File: src/rtl/xfilter_seq.sv
// rtl/xfilter_seq.sv - raster sequencer for the 3-tap horizontal filter stage
module xfilter_seq #(
    parameter int XB = 10,
    parameter int YB = 10,
    parameter int PB = 8
) (
    input  logic          clk,
    input  logic          rst,
    input  logic          i_start,
    input  logic [XB-1:0] i_width,
    input  logic [YB-1:0] i_height,
    input  logic          s_valid,
    input  logic [PB+1:0] s_pixel,
    output logic          s_ready,
    output logic          o_valid_new_pixel,
    output logic [PB+1:0] o_new_pixel,
    output logic          o_valid_lpos,
    output logic          o_valid_cpos,
    output logic          o_valid_rpos,
    output logic          o_rowM,
    output logic          o_busy,
    output logic          o_done,
    output logic          o_err
);

    localparam logic [1:0] ST_IDLE  = 2'd0;
    localparam logic [1:0] ST_RUN   = 2'd1;
    localparam logic [1:0] ST_FLUSH = 2'd2;
    localparam logic [1:0] ST_DRAIN = 2'd3;

    logic [1:0]    state;
    logic [XB-1:0] col;
    logic [YB-1:0] row;
    logic [1:0]    drain;
    logic [XB-1:0] w_q;
    logic [YB-1:0] h_q;
    logic          err_q;

    logic size_ok;
    logic last_row;
    logic last_col;
    logic push;

    // Decode handshake, strobes and status from the current position
    always_comb begin
        size_ok  = (i_width >= XB'(2)) && (i_height >= YB'(1));
        last_row = (row == h_q - YB'(1));
        last_col = (col == w_q - XB'(1));
        s_ready  = (state == ST_RUN) || ((state == ST_FLUSH) && !last_row);
        push     = s_valid && s_ready;

        o_valid_new_pixel = push;
        o_new_pixel       = s_pixel;
        // In FLUSH the push is pixel 0 of the next row, so it carries no strobe
        o_valid_lpos = (state == ST_RUN) && push && (col == XB'(1));
        o_valid_cpos = (state == ST_RUN) && push && (col >= XB'(2));
        o_valid_rpos = (state == ST_FLUSH);
        o_rowM       = ((state == ST_RUN) || (state == ST_FLUSH)) && last_row;
        o_busy       = (state != ST_IDLE);
        o_done       = (state == ST_DRAIN) && (drain == 2'd1);
        o_err        = err_q;
    end

    // Frame sequencing: column/row counters and the drain countdown
    always_ff @(posedge clk or negedge rst) begin
        if (!rst) begin
            state <= ST_IDLE;
            col   <= '0;
            row   <= '0;
            drain <= '0;
            w_q   <= '0;
            h_q   <= '0;
        end else begin
            case (state)
                ST_IDLE: begin
                    if (i_start && size_ok) begin
                        w_q   <= i_width;
                        h_q   <= i_height;
                        col   <= '0;
                        row   <= '0;
                        state <= ST_RUN;
                    end
                end
                ST_RUN: begin
                    if (push) begin
                        if (last_col) begin
                            col   <= '0;
                            state <= ST_FLUSH;
                        end else begin
                            col <= col + XB'(1);
                        end
                    end
                end
                ST_FLUSH: begin
                    if (push) begin
                        col <= XB'(1);
                    end
                    if (last_row) begin
                        drain <= 2'd3;
                        state <= ST_DRAIN;
                    end else begin
                        row   <= row + YB'(1);
                        state <= ST_RUN;
                    end
                end
                default: begin
                    drain <= drain - 2'd1;
                    if (drain == 2'd1) begin
                        state <= ST_IDLE;
                    end
                end
            endcase
        end
    end

    // Single-cycle error pulse for a start request with an unusable frame size
    always_ff @(posedge clk or negedge rst) begin
        if (!rst) begin
            err_q <= 1'b0;
        end else begin
            err_q <= (state == ST_IDLE) && i_start && !size_ok;
        end
    end

endmodule

File: config.mk
export PLATFORM = sky130hd
export DESIGN_NAME = xfilter_seq
export DESIGN_NICKNAME = d
export VERILOG_FILES = /design/src/rtl/xfilter_seq.sv
export SDC_FILE = /design/constraint.sdc
export NUM_CORES = 1
export LEC_CHECK = 0
export ABC_AREA = 0
export CORE_MARGIN = 8
export CORE_UTILIZATION = 50
export DETAILED_ROUTE_END_ITERATION = 8
export GPL_TIMING_DRIVEN = 0
export PLACE_DENSITY_LB_ADDON = 0.12
export SKIP_LAST_GASP = 1
export SYNTH_ARGS = -nofsm -noshare
export SYNTH_HDL_FRONTEND = slang
export SYNTH_SLANG_ARGS = --single-unit
File: constraint.sdc
create_clock -name clk -period 6.8 [get_ports clk]
set_input_delay 0.68 -clock clk [delete_from_list [all_inputs] [get_ports clk]]
set_output_delay 0.68 -clock clk [all_outputs]
set_load 0.05 [all_outputs]
Word-level counts from Yosys, hierarchy flattened
Cells that the tools add are included.

cells by class
  add/sub/neg operators = 5
  magnitude comparators = 3
  equal/unequal tests = 13
  multiplexer cells = 15
  bitwise logic cells = 1
  reductions and logical operators = 26

operators by type and width
  cell                   count
  $mux 10                5
  $pmux 10 s3            1
  $add 10x1->10 const B  2
  $eq 10x10->1           2
  $ge 10x2->1 const B    2
  $pmux 10 s2            1
  $sub 10x1->10 const B  2
  $mux 2                 6
  $logic_and 1x1->1      11
  $eq 10x1->1 const B    1
  $ge 10x1->1 const B    1
  $ne 2x2->1 const B     5
  $reduce_and 4->1       2
  $pmux 2 s3             1
  $eq 2x1->1 const B     2
  $eq 2x2->1 const B     2
  $pmux 2 s2             1
  $reduce_and 2->1       2
  $reduce_bool 2->1      2
  $reduce_bool 4->1      1
  $reduce_and 3->1       1
  $reduce_bool 3->1      1
  $logic_not 1->1        2
  $logic_not 2->1        1
  5 further kinds        6

word-level totals
  register bits = 45
  output and inout port bits = 19

Depth between registers and ports, before layout
Gate-level depths: netlist of run 1.

  word-level depth = 8
  gate-level depth with buffers = 12

Least setup slack after synthesis of run 1
Ideal clock, no wire load.

  path type = register -> output
  start = register h_q[0]
  end = output port o_valid_new_pixel
  arrival time = 2,805 ps
  slack = 3,315 ps
  stages on the path, launching flop included = 12
  cell sequence = dfrtp_1 inv_1 ha_1 buf_2 or4b_4 or3_1 nand4_1 a211oi_1 nand2_1 nand2_1 nand2_1 and2_1

between the ends
  cells in the longest elaborated chain, start to end = 6

RTL lines
  item                    line  RTL
  from (decl)             36    logic [YB-1:0] h_q;
  from (signal assigned)  78    h_q <= i_height;
  $sub 10x1->10           47    last_row = (row == h_q - YB'(1));
  $eq 10x10->1            47
  $logic_not 1->1         49    s_ready = (state == ST_RUN) || ((state == ST_FLUSH) && !last_row);
  $logic_and 1x1->1       49
  $logic_or 1x1->1        49
  named net s_ready       14    output logic s_ready,
  $logic_and 1x1->1       50    push = s_valid && s_ready;
  to (decl)               15    output logic o_valid_new_pixel,

The timed path passes the listed nets, and every way through them passes these cells.

Final worst setup path of run 1
  start = register h_q[0]
  end = output port o_valid_new_pixel

between the ends
  cells in the longest elaborated chain, start to end = 6

RTL lines
  item               line
  $sub 10x1->10      47
  $eq 10x10->1       47
  $logic_not 1->1    49
  $logic_and 1x1->1  49
  $logic_or 1x1->1   49
  $logic_and 1x1->1  50

No other way between the ends.

==> summary.txt, run 1 <==
Clock network
  • Hold-fix buffers at CTS: 0
  • Post_cts resized: 0
  • Clock tree buffer depth: 2
  • Sink Count: 45
  • Postcts setup bufs: 0
  • Clk root buf: clkbuf_8
  • Num CTS Buffers: 5
  • Worst-path clk slew: 90 ps
  • Latest clock arrival within the worst-skew pair: 300 ps
  • H-tree depth: 2
  • CTS tree: built

Logic synthesis
  • Post-Syn Area per Cell: 9.16 µm²
  • Seq/Total Area, Yosys: 0.366
  • Post-Syn Area: 0.00308 mm²
  • Prevailing post-synth register cell: dfrtp_1
  • Post-synth EDFFs: 0
  • Post-synth cell types: 50
  • Synth warnings: 0
  • Synth top area share: 0.366
  • Biggest area consumer among synthesized cells: dfrtp_1
  • FFs w/ async S/R, synth: 1.00
  • Cells after synthesis: 336
  • Synthesized net count: 382
  • Seq cells post-synth: 45
  • Synth top area cells: dfrtp_1 (37%), mux2_2 (8.0%), xnor2_1 (5.7%)

Final layout
  • Seq. cell area: 0.00113 mm²
  • Ant. Diodes: 0
  • Area grow syn2layout: 20.8%
  • Fill cells: 514
  • Multi-input logic area: 0.00173 mm²
  • Layout cells sized above 1: 0.127
  • Final layout net count: 432
  • Fin cells: 462

Drt
  • Final ANT Viol Nets: 0
  • Highest metal used: met4
  • Routed vias: 2616
  • DRT iter0 DRCs: 129
  • Metal2 WL: 2990 µm
  • First drt pass iteration count: 4
  • Via density per instance: 5.66
  • WL met1: 3490 µm
  • WL met3: 605 µm
  • Routed wire length: 7180 µm
  • DRC viols: 0
  • WL/cell: 15.5 µm

Global routing
  • Total GRT Usage: 0.168
  • Initial antenna violation count: 0
  • Gr ovfl total: 0
  • Global-route wire length before repair: 12200 µm
  • Largest net degree at the start of global routing: 30
  • Vias in the first global route: 2639

Floorplan
  • Initial core utilization: 0.520
  • DIE HEIGHT: 94.5 µm
  • Top-level port count: 53
  • Chip Width: 94.5 µm
  • Core ar.: 0.00592 mm²
  • Num rows: 28
  • Die area: 0.00893 mm²

STA
  • Final worst slack: 2640 ps
  • Final TNS setup: 0 ps
  • Fin. max-slew vios: 0
  • Max Clock Skew: 13.0 ps
  • Slew headroom: 0.524
  • Fin. Hold Viols: 0
  • Fmax: 0.240 GHz
  • Least-Margin Pin Slew: 705 ps
  • RSZ-0062 raised after global routing: no
  • Final worst path period need: 4160 ps
  • Final setup vio count: 0
  • Final period utilization: 0.612

Worst hold path
  • Min-Delay Path Class: in -> async

Critical path
  • FF-to-FF Start: h_q[0]
  • Startpoint types: flip-flop
  • Critical Path RT: 6120 ps
  • Setup crit end kind: output pin
  • CP max FO: 9
  • Crit Path Category: reg -> out
  • R2r worst-path depth: 11
  • Reg2Reg Setup Slack: 3650 ps
  • Crit Reg-Reg Endpoint: col[7]
  • Arrival @ worst endpoint: 3480 ps

Placement
  • Number of port buffers: 42
  • GP Congestion: 0.849
  • Dpl cells: 454
  • Post-DP HPWL: 5460 µm
  • Setup WS pre-CTS: 2980 ps

Power and ir drop
  • Pwr dens: 372 mW/mm²
  • Total Power: 1.38 mW
  • Peak supply drop: 0.303 mV
  • Pleak: 1.58 nW

Run status
  • Outcome: complete, no violations

Flow run
  • Max-cap violations: 0
==> state kept, by name, indices dropped and copies added, names as in the netlist <==
register	count
col	10
o_err	1
h_q	10
row	10
state	2
drain	2
w_q	10
==> cell families (layout without fill, tap and decap cells) <==
family / count (synthesis) / count (layout) / share of synthesized area
fa+ha+maj: 12 / 12 / 0.0488
buf+inv: 48 / 99 / 0.0740
xor+xnor: 36 / 36 / 0.102
compound gates: 51 / 51 / 0.122
flops: 45 / 45 / 0.366
mux: 23 / 23 / 0.0837
simple gates: 121 / 121 / 0.204
==> worst max-delay path, stage by stage (launching register included) <==
cell and delay [ps]:
dfrtp_1 470, inv_1 90, ha_1 130, buf_2 190, or4b_4 500, o21ai_0 170
nand4_1 120, a211oi_1 280, nand2_1 180, nand2_1 120, nand2_1 70, and2_1 170
clkdlybuf4s50_1 700
==> worst max-delay path by stage <==
stage / cells past startpoint / endpoint / start
2_1_floorplan: 11 / o_valid_new_pixel / h_q[0]
3_3_place_gp: 12 / o_valid_new_pixel / h_q[0]
3_5_place_dp: 12 / o_valid_new_pixel / h_q[0]
4_1_cts: 12 / o_valid_new_pixel / h_q[0]
5_1_grt: 12 / o_valid_new_pixel / h_q[0]
6_report: 12 / o_valid_new_pixel / h_q[0]
==> report_power, final <==
group / leakage, nW / total (mW) / internal [mW] / switching [mW]
Clock: 0.0554 / 0.205 / 0.110 / 0.0948
Sequential: 0.574 / 0.444 / 0.348 / 0.0962
Combinational: 0.948 / 0.735 / 0.320 / 0.415
Total: 1.58 / 1.38 / 0.778 / 0.606
==> area by class of cell <==
cell class	count	area share
timing repair buffer	43	0.117
clock inverter	2	0.0104
multi-input combinational	243	0.464
sequential	45	0.303
inverter	22	0.0222
tap	75	0.0252
clock buffer	6	0.0195
buffer	26	0.0390
==> metal layers <==
metal | vias up | GRT usage
met1 | 1238 | 0.233
met3 | 11 | 0.0500
li1 | 1285 | -
met4 | 0 | 0.0585
met2 | 82 | 0.243
met5 | - | 0
==> stage by stage <==
step,instance area (µm²),util,hold slack [ps]
global route,3720,0.628,314
CTS,3720,0.628,301
finish,3720,0.628,293
floorplan,3080,-,384
global placement,3590,0.607,475
detailed placement,3610,0.609,479
==> cells in the mapped netlist (3+ instances only) <==
library cell and n:
nand2_1 22, o21ai_0 7, mux2_2 22, xnor2_1 20
ha_1 12, a211oi_1 4, o211ai_1 4, nor2_1 30
xor2_1 16, nor3_1 9, dfrtp_1 45, inv_1 22
nand3_1 12, clkbuf_1 13, buf_4 10, a21boi_0 3
nor4b_1 3, o31ai_1 8, or2_2 4, a21o_1 4
nor4_1 10, and3_1 5, or3_1 5, nand4_1 8
==> cell usage in the layout (no fill, tap or decap), types with 4 or more instances in the layout <==
cell type,n
nand3_1,12
clkdlybuf4s50_1,41
a21o_1,4
o21ai_0,7
ha_1,12
and3_1,5
nand4_1,8
mux2_2,22
xnor2_1,20
o31ai_1,8
buf_4,10
clkbuf_1,14
o211ai_1,4
nor3_1,9
inv_1,22
nor4_1,10
xor2_1,16
clkbuf_8,5
dfrtp_1,45
nand2_1,22
nor2_1,30
or2_2,4
or3_1,5
a211oi_1,4
(Power assumes the default switching activity.)
==> run 2: changes to the inputs <==
==> constraint.sdc (replaced) <==
create_clock -name clk -period 4.3 [get_ports clk]
set_input_delay 0.43 -clock clk [delete_from_list [all_inputs] [get_ports clk]]
set_output_delay 0.43 -clock clk [all_outputs]
set_load 0.05 [all_outputs]
==> results of run 2 <==
Same layout as run 1 (identical final DEF). Status: complete, no violations.
Among the figures that moved: setup slack after placement 2980 ps -> 729 ps; setup slack after layout 2640 ps -> 388 ps; hold slack 293 ps -> 43.3 ps; register-to-register setup slack 3650 ps -> 1150 ps; total power 1.38 mW -> 2.19 mW; worst IR drop on VDD 0.303 mV -> 0.478 mV
